==> src/rtl/mem_stage_pkg.sv <==
// Shared definitions for the MEM stage: bus widths, load opcodes,
// stall vector encoding and the load-wait FSM states.
package mem_stage_pkg;

  localparam int EX_TO_MEM_WD = 79;
  localparam int MEM_TO_WB_WD = 70;
  localparam int MEM_TO_ID_WD = 38;

  localparam int StallBus = 6;
  localparam logic Stop   = 1'b1;
  localparam logic NoStop = 1'b0;

  localparam logic [2:0] LW  = 3'b000;
  localparam logic [2:0] LB  = 3'b001;
  localparam logic [2:0] LBU = 3'b010;
  localparam logic [2:0] LH  = 3'b011;
  localparam logic [2:0] LHU = 3'b100;

  typedef enum logic [1:0] {
    IDLE = 2'd0,
    WAIT = 2'd1,
    HOLD = 2'd2
  } mem_state_e;

  typedef struct packed {
    logic [31:0] pc;
    logic [2:0]  ld_op;
    logic        ram_en;
    logic [3:0]  ram_wen;
    logic        sel_rf_res;
    logic        rf_we;
    logic [4:0]  rf_waddr;
    logic [31:0] result;
  } ex_mem_t;

endpackage

==> src/rtl/mem_stage_load_align.sv <==
// Byte/halfword/word extraction and sign/zero extension of load data.
module load_align
  import mem_stage_pkg::*;
(
  input  logic [2:0]  ld_op,
  input  logic [1:0]  addr,
  input  logic [31:0] rdata,
  output logic [31:0] data
);

  logic [31:0] shifted;
  logic [7:0]  b;
  logic [15:0] h;

  assign shifted = rdata >> {addr, 3'b000};
  assign b = shifted[7:0];
  assign h = addr[1] ? rdata[31:16] : rdata[15:0];

  always_comb begin
    data = rdata;
    unique case (1'b1)
      ld_op == LB:  data = {{24{b[7]}}, b};
      ld_op == LBU: data = {24'h0, b};
      ld_op == LH:  data = {{16{h[15]}}, h};
      ld_op == LHU: data = {16'h0, h};
      default:      data = rdata;
    endcase
  end

endmodule

==> src/rtl/mem_stage.sv <==
// MEM pipeline stage: EX/MEM register, variable-latency load wait FSM,
// load alignment and WB / ID-forwarding bus generation.
module mem_stage
  import mem_stage_pkg::*;
(
  input  logic                    clk,
  input  logic                    rst_n,
  input  logic [StallBus-1:0]     stall,
  input  logic [EX_TO_MEM_WD-1:0] ex_to_mem_bus,
  input  logic [31:0]             data_sram_rdata,
  input  logic                    data_sram_rvalid,
  output logic [MEM_TO_WB_WD-1:0] mem_to_wb_bus,
  output logic [MEM_TO_ID_WD-1:0] mem_to_id_bus,
  output logic                    stallreq_for_mem
);

  ex_mem_t    r;
  mem_state_e state;
  logic [31:0] ld_buf;
  logic        is_load;
  logic        rvalid;
  logic [31:0] ld_src;
  logic [31:0] ld_data;
  logic [31:0] rf_wdata;
  logic        rf_we;

  always_ff @(posedge clk or negedge rst_n) begin
    if (!rst_n) begin
      r <= '0;
    end else if (stall[3] == Stop && stall[4] == NoStop) begin
      r <= '0;
    end else if (stall[3] == NoStop) begin
      r <= ex_mem_t'(ex_to_mem_bus);
    end
  end

  assign is_load = r.ram_en & (r.ram_wen == 4'b0000);
  assign rvalid  = data_sram_rvalid;

  // rdata is a one-cycle pulse: park it in ld_buf if MEM can't advance
  always_ff @(posedge clk or negedge rst_n) begin
    if (!rst_n) begin
      state  <= IDLE;
      ld_buf <= '0;
    end else begin
      unique case (state)
        IDLE: begin
          if (is_load && !rvalid) begin
            state <= WAIT;
          end else if (is_load && rvalid && stall[3] == Stop) begin
            state  <= HOLD;
            ld_buf <= data_sram_rdata;
          end
        end
        WAIT: begin
          if (rvalid && stall[3] == NoStop) begin
            state <= IDLE;
          end else if (rvalid) begin
            state  <= HOLD;
            ld_buf <= data_sram_rdata;
          end
        end
        HOLD: begin
          if (stall[3] == NoStop) state <= IDLE;
        end
        default: state <= IDLE;
      endcase
    end
  end

  assign stallreq_for_mem = is_load & ~rvalid & (state != HOLD);

  assign ld_src = (state == HOLD) ? ld_buf : data_sram_rdata;

  load_align u_align (
    .ld_op (r.ld_op),
    .addr  (r.result[1:0]),
    .rdata (ld_src),
    .data  (ld_data)
  );

  assign rf_wdata = r.sel_rf_res ? ld_data : r.result;
  assign rf_we    = r.rf_we & ~stallreq_for_mem;

  assign mem_to_wb_bus = {r.pc, rf_we, r.rf_waddr, rf_wdata};
  assign mem_to_id_bus = {rf_we, r.rf_waddr, rf_wdata};

endmodule

==> config.mk <==
export PLATFORM = sky130hd
export DESIGN_NAME = mem_stage
export DESIGN_NICKNAME = d
export VERILOG_FILES = /design/src/rtl/mem_stage_pkg.sv /design/src/rtl/mem_stage_load_align.sv /design/src/rtl/mem_stage.sv
export SDC_FILE = /design/constraint.sdc
export NUM_CORES = 1
export LEC_CHECK = 0
export BUFFER_PORTS_ARGS = -buffer_cell sky130_fd_sc_hd__buf_2
export CAP_MARGIN = 25
export CORE_AREA = 5 5 119 121
export DETAILED_ROUTE_END_ITERATION = 7
export DIE_AREA = 0 0 124 126
export PLACE_DENSITY_LB_ADDON = 0.08
export SKIP_CTS_REPAIR_TIMING = 1
export SYNTH_ARGS = -nofsm -noshare
export SYNTH_HDL_FRONTEND = slang
export SYNTH_SLANG_ARGS = --single-unit
==> constraint.sdc <==
create_clock -name clk -period 4.4 [get_ports clk]
set_input_delay 0.44 -clock clk [delete_from_list [all_inputs] [get_ports clk]]
set_output_delay 0.44 -clock clk [all_outputs]
set_load 0.01 [all_outputs]
Word-level counts from Yosys, hierarchy flattened
Index checks and enable logic that the tools add are counted.
- bits in registers: 113
- input bits: 120
- logic and storage cells: 62
- eq/ne operators: 15
- shifts and indexed selects: 1
- mux-type cells: 17
- bitwise gates (word level): 8
- reduce and logical (&&, ||, !) cells: 11
- operators with widths (operator ; number):
    32-bit two-way mux ; 6
    79-bit two-way mux ; 2
    32-bit one-hot mux with 4 select lines ; 1
    32-bit one-hot mux with 2 select lines ; 1
    32-bit by 5-bit right shift with 8-bit output ; 1
    16-bit two-way mux ; 1
    2-bit inequality test (second input constant) ; 6
    2-bit two-way mux ; 5
    3-bit by 2-bit equality test with 1-bit output (second input constant) ; 2
    3-bit inequality test (second input constant) ; 2
    2-bit one-hot mux with 3 select lines ; 1
    1-bit logical AND ; 5
    5-bit AND reduction ; 1
    1-bit AND ; 4
    4-bit zero test ; 1
    1-bit inverter ; 4
    3-bit by 1-bit equality test with 1-bit output (second input constant) ; 1
    3-bit equality test (second input constant) ; 1
    3-bit AND reduction ; 1
    2-bit by 1-bit equality test with 1-bit output (second input constant) ; 1
    2-bit equality test (second input constant) ; 1
    2-bit zero test ; 1
    2-bit by 1-bit inequality test with 1-bit output (second input constant) ; 1
    2-bit nonzero test ; 1
    1-bit zero test ; 1

Logic depth before layout (Yosys ltp)
- word-level depth: 7
- gate-level depth with buffers: 8
- depth with buffers taken out: 5

Modules after synthesis
From an unflattened synthesis, not the netlist that was laid out.
- cells, all modules: 690
- area total of the unflattened synthesis: 6646.4 um^2
- modules (own cells, without submodules) (module ; instances ; cells each ; area an instance (um^2)):
    mem_stage ; 1 ; 565 ; 5725.5
    load_align ; 1 ; 125 ; 920.9

Worst setup path before layout
Ideal clock, no wire load.
- kind: reg2out
- from: register state[1]
- to: output mem_to_wb_bus[30]
- arrival time: 2.278 ns
- required time: 3.960 ns
- path slack: 1.682 ns
- cell stages (with the launch flop): 9
- buffers on the path: 3
- path through: dfrtp_1 -> nand2b_1 -> clkbuf_1 -> mux4_2 -> nor4b_4 -> a31o_4 -> buf_8 -> o22a_1 -> buf_4
- cells in the longest elaborated chain, start to end: 5
- elaborated cells between the ends (all ways): 6
- classes of those cells: eq/ne: 1; shift: 1; mux: 4
- ends and longest elaborated chain (element ; RTL line ; text):
    start, declared ; mem_stage.sv:18 ; mem_state_e state;
    start signal, assigned ; mem_stage.sv:43 ; state <= IDLE;
    start signal, assigned ; mem_stage.sv:49 ; state <= WAIT;
    start signal, assigned ; mem_stage.sv:51 ; state <= HOLD;
    2-bit equality test * ; mem_stage.sv:73 ; assign ld_src = (state == HOLD) ? ld_buf : data_sram_rdata;
    32-bit two-way mux * ; mem_stage.sv:73 ;
    32-bit by 5-bit right shift with 8-bit output or 16-bit two-way mux (tied branches) ; mem_stage_load_align.sv:15, mem_stage_load_align.sv:17 ;
    32-bit one-hot mux with 4 select lines * ; mem_stage_load_align.sv:21 ; unique case (1'b1)
    32-bit two-way mux * ; mem_stage.sv:82 ; assign rf_wdata = r.sel_rf_res ? ld_data : r.result;
    end, declared ; mem_stage.sv:12 ; output logic [MEM_TO_WB_WD-1:0] mem_to_wb_bus,
Mark *: on every way between the ends. The rest lies on a longest branch, timed or not.

Worst setup path after layout
- from: register r[1] (netlist name)
- to: output mem_to_id_bus[31]
- cells in the longest elaborated chain, start to end: 3
- elaborated cells between the ends (all ways): 4
- classes of those cells: shift: 1; mux: 3
- ends and longest elaborated chain (element ; RTL line ; text):
    start, declared ; mem_stage.sv:17 ; ex_mem_t r;
    start signal, assigned ; mem_stage.sv:33 ; r <= ex_mem_t'(ex_to_mem_bus);
    32-bit by 5-bit right shift with 8-bit output or 16-bit two-way mux (tied branches) ; mem_stage_load_align.sv:15, mem_stage_load_align.sv:17 ;
    32-bit one-hot mux with 4 select lines * ; mem_stage_load_align.sv:21 ;
    32-bit two-way mux * ; mem_stage.sv:82 ;
    end, declared ; mem_stage.sv:13 ; output logic [MEM_TO_ID_WD-1:0] mem_to_id_bus,
Marked as above.

==> results.toml <==
[sta]
finalHoldViolations = 0
rsz0062_at_grt = "no"
fin_crit_ps = 3556
setup_viol = 0
clock_skew_ps = 5.442
max_freq_ghz = 0.2812
period_share_pct = 80.83
setup-tns-final_ps = 0
worst_slew_pin_slew_ps = 1050
timing.slew.headroom_pct = 29.98
slew_violations = 0

[clock_network]
clockBufferDepth = 2
htreeDepth = 4
clk_pin_slew_ps = 50
cts_tree = "built"
clk_latency_ps = 400
root_buffer = "clkbuf_16"
cts-buffers-inserted = 17
numClockSinks = 113

[power]
power.internal_mw = 2.357
pwr-share-clk_pct = 38.7
p_leak_nw = 4.025
peakVddDrop_uv = 238.2
powerDensity_nw_per_um2 = 431.1
sequentialPowerShare_pct = 40.7
sw_frac_of_total_pct = 27.82
finalPower_mw = 3.265
share_comb_of_total_power_pct = 20.6
p_sw_mw = 0.9085

[yosys]
syn_nets = 812
synth-edff-count = 0
synthCells = 692
yosysSeqAreaShare_pct = 44.57
synth_area_sq_um = 6345
yosysWarnings = 0
synth_cell_type_count = 45
syn_avg_cell_area_sq_um = 9.169
ys_ff_latch = 113
synth-async-reset-ratio_pct = 100.0
synth_ff_type = "dfrtp_1"

[floorplan]
core_sq_um = 12980
start_util_pct = 48.88
pin_count = 229
design.die.area_sq_um = 15620
fp.dieW_um = 124
std_cell_rows = 42
die_y_um = 126

[route]
drt-total-wl_um = 16730
ant_nets = 0
wl_met1_um = 6830
wl_met3_um = 1211
via_count = 5194
wl_met2_um = 8341
drc_errors = 0
drtIter0Drc = 361
top_layer = "met4"
vias_per_cell = 5.153
drt-pass1-iter-count = 4
wire_per_inst_um = 16.60

[global_routing]
antenna_found_initial = 0
grt_pass1_vias = 5414
grt_usage_pct = 21.78
grt_max_degree = 74
grt_first_pass_wirelength_um = 26570
gr-total-overflow = 0

[cells_and_area]
final_common_cell = "buf_2"
areaGrowthSynthToFinish_pct = 19.36
antenna_cells = 0
layout_common_cells = "222 x buf_2, 112 x dfrtp_1, 106 x o21ai_0"
fillers = 1216
finalNetCount = 942
drive_gt1_share_pct = 37.02
fin_area_sq_um = 7574
fin_cells = 1008

[worst_setup_path]
start_kind = "flip-flop"
worst_path_largest_cell_delay_ps = 740
crit_chain = "inv_2 -> mux4_2 -> nor4b_4 -> a31o_4 -> o22a_1 -> buf_2"
cp_max_fo = 19
crit_buf_inv = 2
crit_slowest_cell = "dfrtp_1"
crit_family = "flip-flops"
crit_arrival_ps = 3120
required_ps = 3960
cp-end-kind = "output pin"
crit_type = "flip-flop to output pin"

[placement]
port_buffers = 224
dp_cells = 978
gp_congestion = 0.8542
placed_area_sq_um = 7018
place_hpwl_um = 12310

[min_path]
hold_class = "input port to flip-flop"

[job]
cap_violations = 0

[run_status]
status = "finished clean"
[per-stage QoR]
stage               utilization, %  hold WS [ps]  setup slack [ps]
floorplan                        -         144.4              1682
global placement             53.86         455.9              1326
detailed placement           54.07         407.1              1341
CTS                          58.27        -34.96             828.2
global route                 58.35         220.5             618.0
finish                       58.35         225.5             843.5
[layer usage]
| metal | up-vias | track usage (%) |
|---|---|---|
| met4 | 0 | 8.763 |
| li1 | 2524 | - |
| met2 | 172 | 36.14 |
| met5 | - | 0 |
| met1 | 2474 | 26.80 |
| met3 | 24 | 5.785 |
[registers in the layout, indices dropped and copies added (netlist names)]
| signal | count |
|---|---|
| mem_to_id_bus | 5 |
| ld_buf | 32 |
| r | 42 |
| mem_to_wb_bus | 32 |
| state | 2 |
[cells by family (layout without fill, tap and decap cells)]
group,count (synthesis),in the layout,share of synthesized area (%)
AOI/OAI and AO/OA,166,166,16.29
buffers and inverters,202,342,16.86
xor gates and xnor gates,2,2,0.2761
muxes,70,70,11.87
and+or+nand+nor,139,139,10.14
DFF,113,113,44.57
[final timing paths]
| check | startpoint | to | slack [ps] | cells past startpoint |
|---|---|---|---|---|
| setup / recovery | r[1] | mem_to_id_bus[31] | 840 | 6 |
| hold / removal | data_sram_rvalid | state[0] | 230 | 2 |
| setup reg to reg | r[42] | ld_buf[25] | 2350 | 5 |
| hold reg to reg | r[37] | r[37] | 470 | 2 |
| max in group asynchronous | rst_n | ld_buf[20] | 3140 | 3 |
| min in group asynchronous | rst_n | r[9] | 520 | 2 |
[Yosys cell counts (3+ instances only)]
cell	number	area share (%)
clkbuf_1	35	2.1
buf_2	6	0.47
inv_1	79	4.7
o22a_2	9	1.4
a21oi_1	5	0.39
a221oi_1	8	1.1
buf_1	3	0.18
and2_1	6	0.59
mux2i_1	37	5.8
nand3_1	41	3.2
buf_4	76	9.0
dfrtp_1	113	45
mux2_2	32	5.7
a211oi_1	5	0.59
nand2_1	53	3.1
nor3_1	4	0.32
a311oi_1	6	0.83
nor2_1	24	1.4
o22a_1	7	0.97
o211ai_1	6	0.71
o21ai_0	106	8.4
[power groups by stage]
stage	registers (mW)	clock network, mW	logic, mW
floorplan	1.30	0	0.526
global placement	1.33	0	0.660
detailed placement	1.34	0	0.680
CTS	1.33	1.30	0.681
global route	1.36	1.34	0.744
finish	1.33	1.26	0.672
[final cells by class]
| cell class | instances | area, sq um | share of cell area [%] |
|---|---|---|---|
| clock buffers | 23 | 488.0 | 6.443 |
| clock inverters | 6 | 57.56 | 0.7600 |
| inverters | 80 | 300.3 | 3.965 |
| multi-input cells | 377 | 2462 | 32.51 |
| flip-flops and latches | 113 | 2829 | 37.35 |
| well taps | 176 | 220.2 | 2.908 |
| repair buffers | 233 | 1216 | 16.06 |
(Power assumes the default switching activity.)
